$ cat src/rtl/fp_mul_pipe_param_if.sv
// Operand/result handshake bundle for fp_mul_pipe_param.
// The issue side drives the master modport; the multiplier uses the slave modport.
interface fp_mul_pipe_param_if #(
    parameter int W = 32
);
    logic         in_valid;
    logic         in_ready;
    logic [W-1:0] a;
    logic [W-1:0] b;
    logic [1:0]   rnd_mode;
    logic         out_valid;
    logic         out_ready;
    logic [W-1:0] out_data;

    modport master (
        output in_valid, a, b, rnd_mode, out_ready,
        input  in_ready, out_valid, out_data
    );

    modport slave (
        input  in_valid, a, b, rnd_mode, out_ready,
        output in_ready, out_valid, out_data
    );
endinterface

$ cat src/rtl/fp_mul_pipe_param.sv
// Four-stage parametrised IEEE-754 multiplier with a stall-all valid/ready pipeline.
// Define FPMUL_FLAGS_EN to add the registered {invalid, overflow, underflow, inexact} flags port.
module fp_mul_pipe_param #(
    parameter int EXP_W = 8,
    parameter int MAN_W = 23
) (
    input  logic               clk,
    input  logic               rst,
    fp_mul_pipe_param_if.slave bus
`ifdef FPMUL_FLAGS_EN
    ,
    output logic [3:0]         flags
`endif
);
    localparam int W   = 1 + EXP_W + MAN_W;
    localparam int SW  = MAN_W + 1;
    localparam int PW  = 2 * SW;
    localparam int NW  = PW - 1;
    localparam int IE  = EXP_W + 3;
    localparam int LZW = $clog2(SW + 1);

    localparam logic signed [IE-1:0] E_ZERO  = '0;
    localparam logic signed [IE-1:0] E_ONE   = IE'(1);
    localparam logic signed [IE-1:0] E_BIAS  = IE'(2 ** (EXP_W - 1) - 1);
    localparam logic signed [IE-1:0] E_MAX   = IE'(2 ** EXP_W - 1);
    localparam logic signed [IE-1:0] E_SHMAX = IE'(MAN_W + 3);

    typedef enum logic [1:0] {RNE = 2'd0, RTZ = 2'd1, RUP = 2'd2, RDN = 2'd3} rnd_e;

    typedef struct packed {
        logic                 sign;
        logic                 zero;
        logic                 inf;
        logic                 nan;
`ifdef FPMUL_FLAGS_EN
        logic                 snan;
`endif
        logic signed [IE-1:0] exp;
        logic [SW-1:0]        sig;
    } op_t;

    typedef struct packed {
        logic                 sign;
        logic                 nan;
        logic                 inf;
        logic                 zero;
`ifdef FPMUL_FLAGS_EN
        logic                 inv;
`endif
        rnd_e                 rnd;
        logic signed [IE-1:0] expA;
        logic signed [IE-1:0] expB;
        logic [SW-1:0]        sigA;
        logic [SW-1:0]        sigB;
    } s1_t;

    typedef struct packed {
        logic                 sign;
        logic                 nan;
        logic                 inf;
        logic                 zero;
`ifdef FPMUL_FLAGS_EN
        logic                 inv;
`endif
        rnd_e                 rnd;
        logic signed [IE-1:0] exp;
        logic [PW-1:0]        prod;
    } s2_t;

    typedef struct packed {
        logic                 sign;
        logic                 nan;
        logic                 inf;
        logic                 zero;
`ifdef FPMUL_FLAGS_EN
        logic                 inv;
        logic                 tiny;
`endif
        rnd_e                 rnd;
        logic signed [IE-1:0] exp;
        logic [SW-1:0]        man;
        logic                 g;
        logic                 r;
        logic                 s;
    } s3_t;

    function automatic logic [LZW-1:0] lzc(input logic [SW-1:0] v);
        logic [LZW-1:0] n;
        n = LZW'(SW);
        for (int i = 0; i < SW; i++) begin
            if (v[i]) n = LZW'(SW - 1 - i);
        end
        return n;
    endfunction

    // Subnormals take exponent 1 and are left-justified so S2 always sees a leading one.
    function automatic op_t unpack(input logic [W-1:0] x);
        op_t              o;
        logic [EXP_W-1:0] ef;
        logic [MAN_W-1:0] mf;
        logic [SW-1:0]    sig;
        logic [LZW-1:0]   lz;
        logic [IE-1:0]    eb;
        logic             expZero;
        logic             expOnes;
        ef      = x[W-2 -: EXP_W];
        mf      = x[MAN_W-1:0];
        expZero = (ef == '0);
        expOnes = &ef;
        sig     = {!expZero, mf};
        lz      = lzc(sig);
        eb      = expZero ? IE'(1) : IE'(ef);
        o.sign  = x[W-1];
        o.zero  = expZero && (mf == '0);
        o.inf   = expOnes && (mf == '0);
        o.nan   = expOnes && (mf != '0);
`ifdef FPMUL_FLAGS_EN
        o.snan  = expOnes && (mf != '0) && !mf[MAN_W-1];
`endif
        o.sig   = sig << lz;
        o.exp   = $signed(eb - IE'(lz));
        return o;
    endfunction

    logic adv;
    logic s1Valid_q, s2Valid_q, s3Valid_q, outValid_q;
    s1_t  s1_d, s1_q;
    s2_t  s2_d, s2_q;
    s3_t  s3_d, s3_q;
    logic [W-1:0] outData_d, outData_q;
    op_t  opA, opB;

    assign adv           = !outValid_q || bus.out_ready;
    assign bus.in_ready  = adv;
    assign bus.out_valid = outValid_q;
    assign bus.out_data  = outData_q;

    always_comb begin
        opA       = unpack(bus.a);
        opB       = unpack(bus.b);
        s1_d      = '0;
        s1_d.sign = opA.sign ^ opB.sign;
        s1_d.nan  = opA.nan || opB.nan || (opA.inf && opB.zero) || (opA.zero && opB.inf);
        s1_d.inf  = opA.inf || opB.inf;
        s1_d.zero = opA.zero || opB.zero;
`ifdef FPMUL_FLAGS_EN
        s1_d.inv  = opA.snan || opB.snan || (opA.inf && opB.zero) || (opA.zero && opB.inf);
`endif
        s1_d.rnd  = rnd_e'(bus.rnd_mode);
        s1_d.expA = opA.exp;
        s1_d.expB = opB.exp;
        s1_d.sigA = opA.sig;
        s1_d.sigB = opB.sig;
    end

    always_comb begin
        s2_d      = '0;
        s2_d.sign = s1_q.sign;
        s2_d.nan  = s1_q.nan;
        s2_d.inf  = s1_q.inf;
        s2_d.zero = s1_q.zero;
`ifdef FPMUL_FLAGS_EN
        s2_d.inv  = s1_q.inv;
`endif
        s2_d.rnd  = s1_q.rnd;
        s2_d.exp  = s1_q.expA + s1_q.expB - E_BIAS;
        s2_d.prod = PW'(s1_q.sigA) * PW'(s1_q.sigB);
    end

    logic [NW-1:0]        norm, den, lostMask;
    logic                 stickyN, stickyD;
    logic signed [IE-1:0] expN, shRaw;
    logic [IE-1:0]        shAmt;

    // Hidden bit lands at bit NW-1; tiny results are shifted into the subnormal range with sticky collection.
    always_comb begin
        s3_d      = '0;
        s3_d.sign = s2_q.sign;
        s3_d.nan  = s2_q.nan;
        s3_d.inf  = s2_q.inf;
        s3_d.zero = s2_q.zero;
`ifdef FPMUL_FLAGS_EN
        s3_d.inv  = s2_q.inv;
`endif
        s3_d.rnd  = s2_q.rnd;
        norm      = s2_q.prod[PW-1] ? s2_q.prod[PW-1:1] : s2_q.prod[NW-1:0];
        stickyN   = s2_q.prod[PW-1] & s2_q.prod[0];
        expN      = s2_q.prod[PW-1] ? s2_q.exp + E_ONE : s2_q.exp;
        shRaw     = E_ONE - expN;
        shAmt     = (shRaw > E_SHMAX) ? E_SHMAX : shRaw;
        lostMask  = ~({NW{1'b1}} << shAmt);
        den       = norm;
        stickyD   = stickyN;
        s3_d.exp  = expN;
        if (expN < E_ONE) begin
            den      = norm >> shAmt;
            stickyD  = stickyN | (|(norm & lostMask));
            s3_d.exp = E_ZERO;
        end
`ifdef FPMUL_FLAGS_EN
        s3_d.tiny = (expN < E_ONE);
`endif
        s3_d.man  = den[NW-1 -: SW];
        s3_d.g    = den[MAN_W-1];
        s3_d.r    = den[MAN_W-2];
        s3_d.s    = stickyD | (|den[MAN_W-3:0]);
    end

    logic                 anyLost, inc, toInf, ovf;
    logic [SW:0]          mr;
    logic signed [IE-1:0] expR;
`ifdef FPMUL_FLAGS_EN
    logic [3:0]           flags_d, flags_q;
    assign flags = flags_q;
`endif

    // A subnormal that rounds into the hidden bit becomes the smallest normal.
    always_comb begin
        anyLost = s3_q.g | s3_q.r | s3_q.s;
        inc     = 1'b0;
        unique case (s3_q.rnd)
            RNE: inc = s3_q.g & (s3_q.r | s3_q.s | s3_q.man[0]);
            RTZ: inc = 1'b0;
            RUP: inc = !s3_q.sign & anyLost;
            RDN: inc = s3_q.sign & anyLost;
        endcase
        mr   = {1'b0, s3_q.man} + {{SW{1'b0}}, inc};
        expR = s3_q.exp;
        if (mr[SW]) begin
            expR = s3_q.exp + E_ONE;
        end else if (s3_q.exp == E_ZERO && mr[MAN_W]) begin
            expR = E_ONE;
        end
        ovf   = (expR >= E_MAX);
        toInf = (s3_q.rnd == RNE) || (s3_q.rnd == RUP && !s3_q.sign) || (s3_q.rnd == RDN && s3_q.sign);
`ifdef FPMUL_FLAGS_EN
        flags_d = {1'b0, 1'b0, s3_q.tiny & anyLost, anyLost};
`endif
        if (s3_q.nan) begin
            outData_d = {1'b0, {EXP_W{1'b1}}, 1'b1, {(MAN_W-1){1'b0}}};
        end else if (s3_q.inf) begin
            outData_d = {s3_q.sign, {EXP_W{1'b1}}, {MAN_W{1'b0}}};
        end else if (s3_q.zero) begin
            outData_d = {s3_q.sign, {EXP_W{1'b0}}, {MAN_W{1'b0}}};
        end else if (ovf) begin
            outData_d = toInf ? {s3_q.sign, {EXP_W{1'b1}}, {MAN_W{1'b0}}}
                              : {s3_q.sign, {(EXP_W-1){1'b1}}, 1'b0, {MAN_W{1'b1}}};
        end else begin
            outData_d = {s3_q.sign, expR[EXP_W-1:0], mr[MAN_W-1:0]};
        end
`ifdef FPMUL_FLAGS_EN
        if (s3_q.nan || s3_q.inf || s3_q.zero) begin
            flags_d = {s3_q.inv, 3'b000};
        end else if (ovf) begin
            flags_d = 4'b0101;
        end
`endif
    end

    always_ff @(posedge clk) begin
        if (rst) begin
            s1Valid_q  <= 1'b0;
            s2Valid_q  <= 1'b0;
            s3Valid_q  <= 1'b0;
            outValid_q <= 1'b0;
            outData_q  <= '0;
`ifdef FPMUL_FLAGS_EN
            flags_q    <= '0;
`endif
        end else if (adv) begin
            s1Valid_q  <= bus.in_valid;
            s2Valid_q  <= s1Valid_q;
            s3Valid_q  <= s2Valid_q;
            outValid_q <= s3Valid_q;
            s1_q       <= s1_d;
            s2_q       <= s2_d;
            s3_q       <= s3_d;
            outData_q  <= outData_d;
`ifdef FPMUL_FLAGS_EN
            flags_q    <= flags_d;
`endif
        end
    end
endmodule
$ cat src/flat_wrapper.sv
// flat-port wrapper written by rule: the top's interface ports become plain ports
module fp_mul_pipe_param_flat 
#(
    parameter int EXP_W = 8,
    parameter int MAN_W = 23
)
  (clk, rst, bus_in_valid, bus_a, bus_b, bus_rnd_mode, bus_out_ready, bus_in_ready, bus_out_valid, bus_out_data);
  fp_mul_pipe_param_if bus_i ();
  input  logic clk;
  input  logic rst;
  input wire logic [$bits(bus_i.in_valid)-1:0] bus_in_valid;
  input wire logic [$bits(bus_i.a)-1:0] bus_a;
  input wire logic [$bits(bus_i.b)-1:0] bus_b;
  input wire logic [$bits(bus_i.rnd_mode)-1:0] bus_rnd_mode;
  input wire logic [$bits(bus_i.out_ready)-1:0] bus_out_ready;
  output wire logic [$bits(bus_i.in_ready)-1:0] bus_in_ready;
  output wire logic [$bits(bus_i.out_valid)-1:0] bus_out_valid;
  output wire logic [$bits(bus_i.out_data)-1:0] bus_out_data;
  assign bus_i.in_valid = bus_in_valid;
  assign bus_i.a = bus_a;
  assign bus_i.b = bus_b;
  assign bus_i.rnd_mode = bus_rnd_mode;
  assign bus_i.out_ready = bus_out_ready;
  assign bus_in_ready = bus_i.in_ready;
  assign bus_out_valid = bus_i.out_valid;
  assign bus_out_data = bus_i.out_data;
  fp_mul_pipe_param #(.EXP_W(EXP_W), .MAN_W(MAN_W)) u_core (.clk(clk), .rst(rst), .bus(bus_i));
endmodule
$ cat config.mk
export PLATFORM = sky130hd
export DESIGN_NAME = fp_mul_pipe_param_flat
export DESIGN_NICKNAME = d
export VERILOG_FILES = /design/src/rtl/fp_mul_pipe_param_if.sv /design/src/rtl/fp_mul_pipe_param.sv /design/src/flat_wrapper.sv
export SDC_FILE = /design/constraint.sdc
export NUM_CORES = 2
export LEC_CHECK = 0
export ABC_AREA = 1
export BUFFER_PORTS_ARGS = -buffer_cell sky130_fd_sc_hd__buf_2
export CAP_MARGIN = 30
export CELL_PAD_IN_SITES_DETAIL_PLACEMENT = 0
export CELL_PAD_IN_SITES_GLOBAL_PLACEMENT = 1
export CORE_ASPECT_RATIO = 0.7
export CORE_MARGIN = 10
export CORE_UTILIZATION = 49
export CTS_CLUSTER_DIAMETER = 30
export DETAILED_ROUTE_END_ITERATION = 16
export PLACE_DENSITY_LB_ADDON = 0.3
export SYNTH_ARGS = -nofsm -noshare
export SYNTH_HDL_FRONTEND = slang
export SYNTH_SLANG_ARGS = --single-unit
$ cat constraint.sdc
create_clock -name clk -period 13.93 [get_ports clk]
set_input_delay 2.786 -clock clk [delete_from_list [all_inputs] [get_ports clk]]
set_output_delay 2.786 -clock clk [all_outputs]
set_load 0.02 [all_outputs]
# Word-level counts from Yosys, hierarchy flattened
# Index checks and enable logic that the tools add are counted.
[totals]
regBits = 221
inputBits = 70
word_cells = 163
output_inout_bits = 34
[op_classes]
n_eq_ne = 3
reduce_logical = 36
shift = 4
muxes = 63
magnitude_cmp = 3
bitwise_logic = 14
mul = 1
add_sub_neg = 8
[op_table]
columns = ["op", "n"]
rows = [
  ["$mux 5", 32],
  ["$mux 47", 2],
  ["$mux 31", 3],
  ["$mux 4", 16],
  ["$mul 24x24->48", 1],
  ["$shl 24x5->24", 2],
  ["$and 47x47->47", 1],
  ["$not 47->47", 1],
  ["$reduce_or 47->1", 1],
  ["$shl 47x11->47 const A", 1],
  ["$shr 47x11->47", 1],
  ["$logic_not 23->1", 2],
  ["$reduce_bool 23->1", 2],
  ["$mux 11", 4],
  ["$mux 32", 1],
  ["$add 24x1->25", 1],
  ["$mux 24", 1],
  ["$add 11x2->11 const B", 2],
  ["$sub 11x5->11", 2],
  ["$reduce_or 21->1", 1],
  ["$logic_not 8->1", 2],
  ["$mux 8", 2],
  ["$reduce_and 8->1", 2],
  ["$add 11x11->11", 1],
  ["other kinds (19)", 48],
]

# Depth between registers and ports, before layout
[depth]
word_depth = 25
depth_mapped = 34

# Least setup slack after synthesis
# OpenSTA, ideal clock, no wires.
[synth_timing]
path_type = "input-to-reg"
startpoint = "in rst"
endpoint = "reg u_core.s1_q[0] (netlist bit), enable pin"
setup_ns = 0.734
n_path_buf = 2
arrival_time_ns = 10.858
setup_slack_ns = 2.338
cell_stages = 3
path_cell_list = "clkbuf_1 clkbuf_1 nor2_1"
[synth_via]
elab_chain_len = 2
[synth_rtl]
columns = ["element", "line", "source"]
rows = [
  ["from (decl)", "flat_wrapper.sv:10", "input logic rst;"],
  ["$not 1->1 (no source line)", "-", ""],
  ["$reduce_and 2->1 (no source line)", "-", ""],
  ["to (signal assigned)", "fp_mul_pipe_param.sv:275", "s1_q <= s1_d;"],
  ["to (decl)", "fp_mul_pipe_param.sv:127", "s1_t s1_d, s1_q;"],
]
# Every way passes these cells.
# A chain may end at the register's enable or synchronous reset.

==> out/qor.yml <==
outcome:
  outcome: "finished clean"
cells_and_area:
  final_common_cell: "nand2_1"
  drive_gt1_share_pct: 6.92
  antenna_cells: 0
  nNetsFinal: 5578
  area_growth_pct: 8.18
  final_cell_mix: "nand2_1 (1,321), inv_1 (956), nand3_1 (539)"
  fin_area_um2: 38700
global_routing:
  grt_max_degree: 70
  gr-total-overflow: 0
  antenna_found_initial: 3
  grt_pass1_wl_mm: 176
  grtUsageTotal_pct: 26.4
  grt_pass1_vias: 30300
logic_synthesis:
  synth_area_um2: 35700
  synth-seq-cells: 221
  async_flop_share_pct: 0
  netlist_instances: 4822
  seq_area_frac_synth_pct: 17.6
  syn_area_per_cell_um2: 7.41
  ys.warnings.count: 0
  synth-edff-count: 185
  ys.flop_type: "edfxtp_1"
  yosysUniqueCellTypes: 61
clock_network:
  cts_root_buffer: "clkbuf_16"
  cts-htree-levels: 2
  cts_resized: 0
  post-cts-setup-buffers: 0
  cts_max_path_buffers: 3
  clkLatencyLatePin_ns: 0.59
  clkTransAtPathRegs_ns: 0.05
  cts_buffers: 48
  cts_sinks: 221
  tritoncts: "yes"
  ctsHoldBuffers: 0
placement:
  placed_cell_area_um2: 37000
  port_buffers: 103
  gp_congestion: 0.938
  hpwlAfterDp_mm: 87.3
sta:
  slew_violations: 0
  rsz0062_at_grt: "no"
  hold_viol: 0
  worst_pin_slew_ns: 1.12
  finalSetupViolations: 0
  slew_headroom_pct: 25.3
  fin_skew_ns: 0.0343
  fin_crit_sh_pct: 55.9
  timing.fmax_mhz: 128
  min_period_ns: 7.79
  fin_setup_tns_ns: 0
die:
  initial_utilization_pct: 49.7
  fp.dieW_um: 343
  core_um2: 71900
  pin_count: 104
  core.rowCount: 82
  die_y_um: 246
  dieArea_um2: 84300
critical_path:
  crit_type: "reg -> reg"
  crit_path_start_kind: "flip-flop"
  timing.critical_path.required_ns: 14.27
  crit_arrival_ns: 8.13
  endpoint_kind: "flip-flop"
  worstPathMaxFanout: 24
route:
  first_pass_iters: 5
  routedWlPerCell_um: 19.2
  vias: 31400
  drc_errors: 0
  drt_wl_total_mm: 112
  ant_nets: 0
  dr.first_iter.drc_count: 3420
  avgViaCountPerCell: 5.40
job:
  drv_cap: 0
worst_hold_path:
  min_path_type: "reg -> reg"
-- sequential cells by signal, indices dropped and copies added, names as in the netlist --
name                  flops
u_core.bus.out_data      32
u_core.bus.out_valid      1
u_core.s1Valid_q          1
u_core.s1_q              76
u_core.s2Valid_q          1
u_core.s2_q              65
u_core.s3Valid_q          1
u_core.s3_q              44
-- final cells by class --
type                       count  area (µm²)
fill                        7032       33300
clock inverter                35         393
tap                          966        1210
multi-input combinational   3406       24800
clock buffer                  52        1260
inverter                     972        3650
sequential                   221        6280
timing repair buffer         168        1020
-- layer usage --
layer	share of wire, %	track usage [%]	wire, µm	vias to the layer above
li1	-	-	-	15000
met2	41	37.2	45600	1336
met4	2.1	5.84	2380	6
met3	11	7.26	12100	154
met1	46	39.4	51800	15000
met5	0.037	0	41	-
-- path summary, 6_finish.rpt --
kind / startpoint / end / slack, ns / cells past startpoint
setup / recovery: u_core.s1_q[3] / u_core.s2_q[47] / 6.14 / 25
hold / removal: u_core.s1_q[75] / u_core.s2_q[64] / 0.42 / 0
setup reg to reg: u_core.s1_q[3] / u_core.s2_q[47] / 6.14 / 25
hold reg to reg: u_core.s1_q[75] / u_core.s2_q[64] / 0.42 / 0
-- synthesized netlist by cell type (10+ instances only) --
library cell	number	share of area [%]
o211ai_1	32	0.67
buf_2	30	0.42
ha_1	208	7.3
or2_2	46	0.81
a21oi_1	112	1.6
o21ai_0	148	2.1
nand2_1	1322	14
nand4_1	62	1.1
inv_1	956	10
o22ai_1	11	0.19
clkbuf_1	168	1.8
fa_1	483	27
edfxtp_1	185	16
nor4_1	16	0.28
nand3_1	539	7.5
buf_6	10	0.32
xnor2_1	22	0.54
a31oi_1	14	0.25
nor3_1	29	0.41
xor2_1	61	1.5
dfxtp_1	36	2.0
nor2_1	206	2.2
o21ai_1	11	0.15
-- critical path: stages, from the launching register on --
cell,delay (ns)
edfxtp_1,1.00
nand2_1,0.19
fa_1,0.53
fa_1,0.49
inv_1,0.06
fa_1,0.47
ha_1,0.20
fa_1,0.47
inv_1,0.05
fa_1,0.49
fa_1,0.49
inv_1,0.04
ha_1,0.33
nand2_1,0.06
o21ai_0,0.30
a21boi_0,0.27
o21ai_1,0.37
a21oi_1,0.18
o21ai_1,0.37
a21boi_0,0.25
o21bai_1,0.26
nand2_1,0.08
nand2_1,0.14
a31oi_1,0.14
o21ai_0,0.24
xor2_1,0.09
-- through the flow --
stage               hold slack, ns  instances  setup WS [ns]  util [%]
floorplan                    0.400       4823           2.34         -
global placement             0.403       5731           6.36      51.4
detailed placement           0.405       5733           6.14      51.5
CTS                          0.421       5820           6.18      53.8
global route                 0.427       5820           5.72      53.8
finish                       0.419       5820           6.14      53.8
-- cell families (layout without fill, tap and decap cells) --
logic type | after synthesis | count (layout) | share of synthesized area (%)
other cells | 2 | 3 | 0.0210
flops | 221 | 221 | 17.6
xor+xnor | 83 | 83 | 2.03
mux | 7 | 7 | 0.200
compound gates | 370 | 370 | 5.86
fa+ha+maj | 691 | 691 | 34.3
simple gates | 2252 | 2252 | 27.0
buf+inv | 1196 | 1227 | 13.0
Power is not shown: default switching activity piles up to over one toggle a cycle in this logic, so the estimate is an artifact.
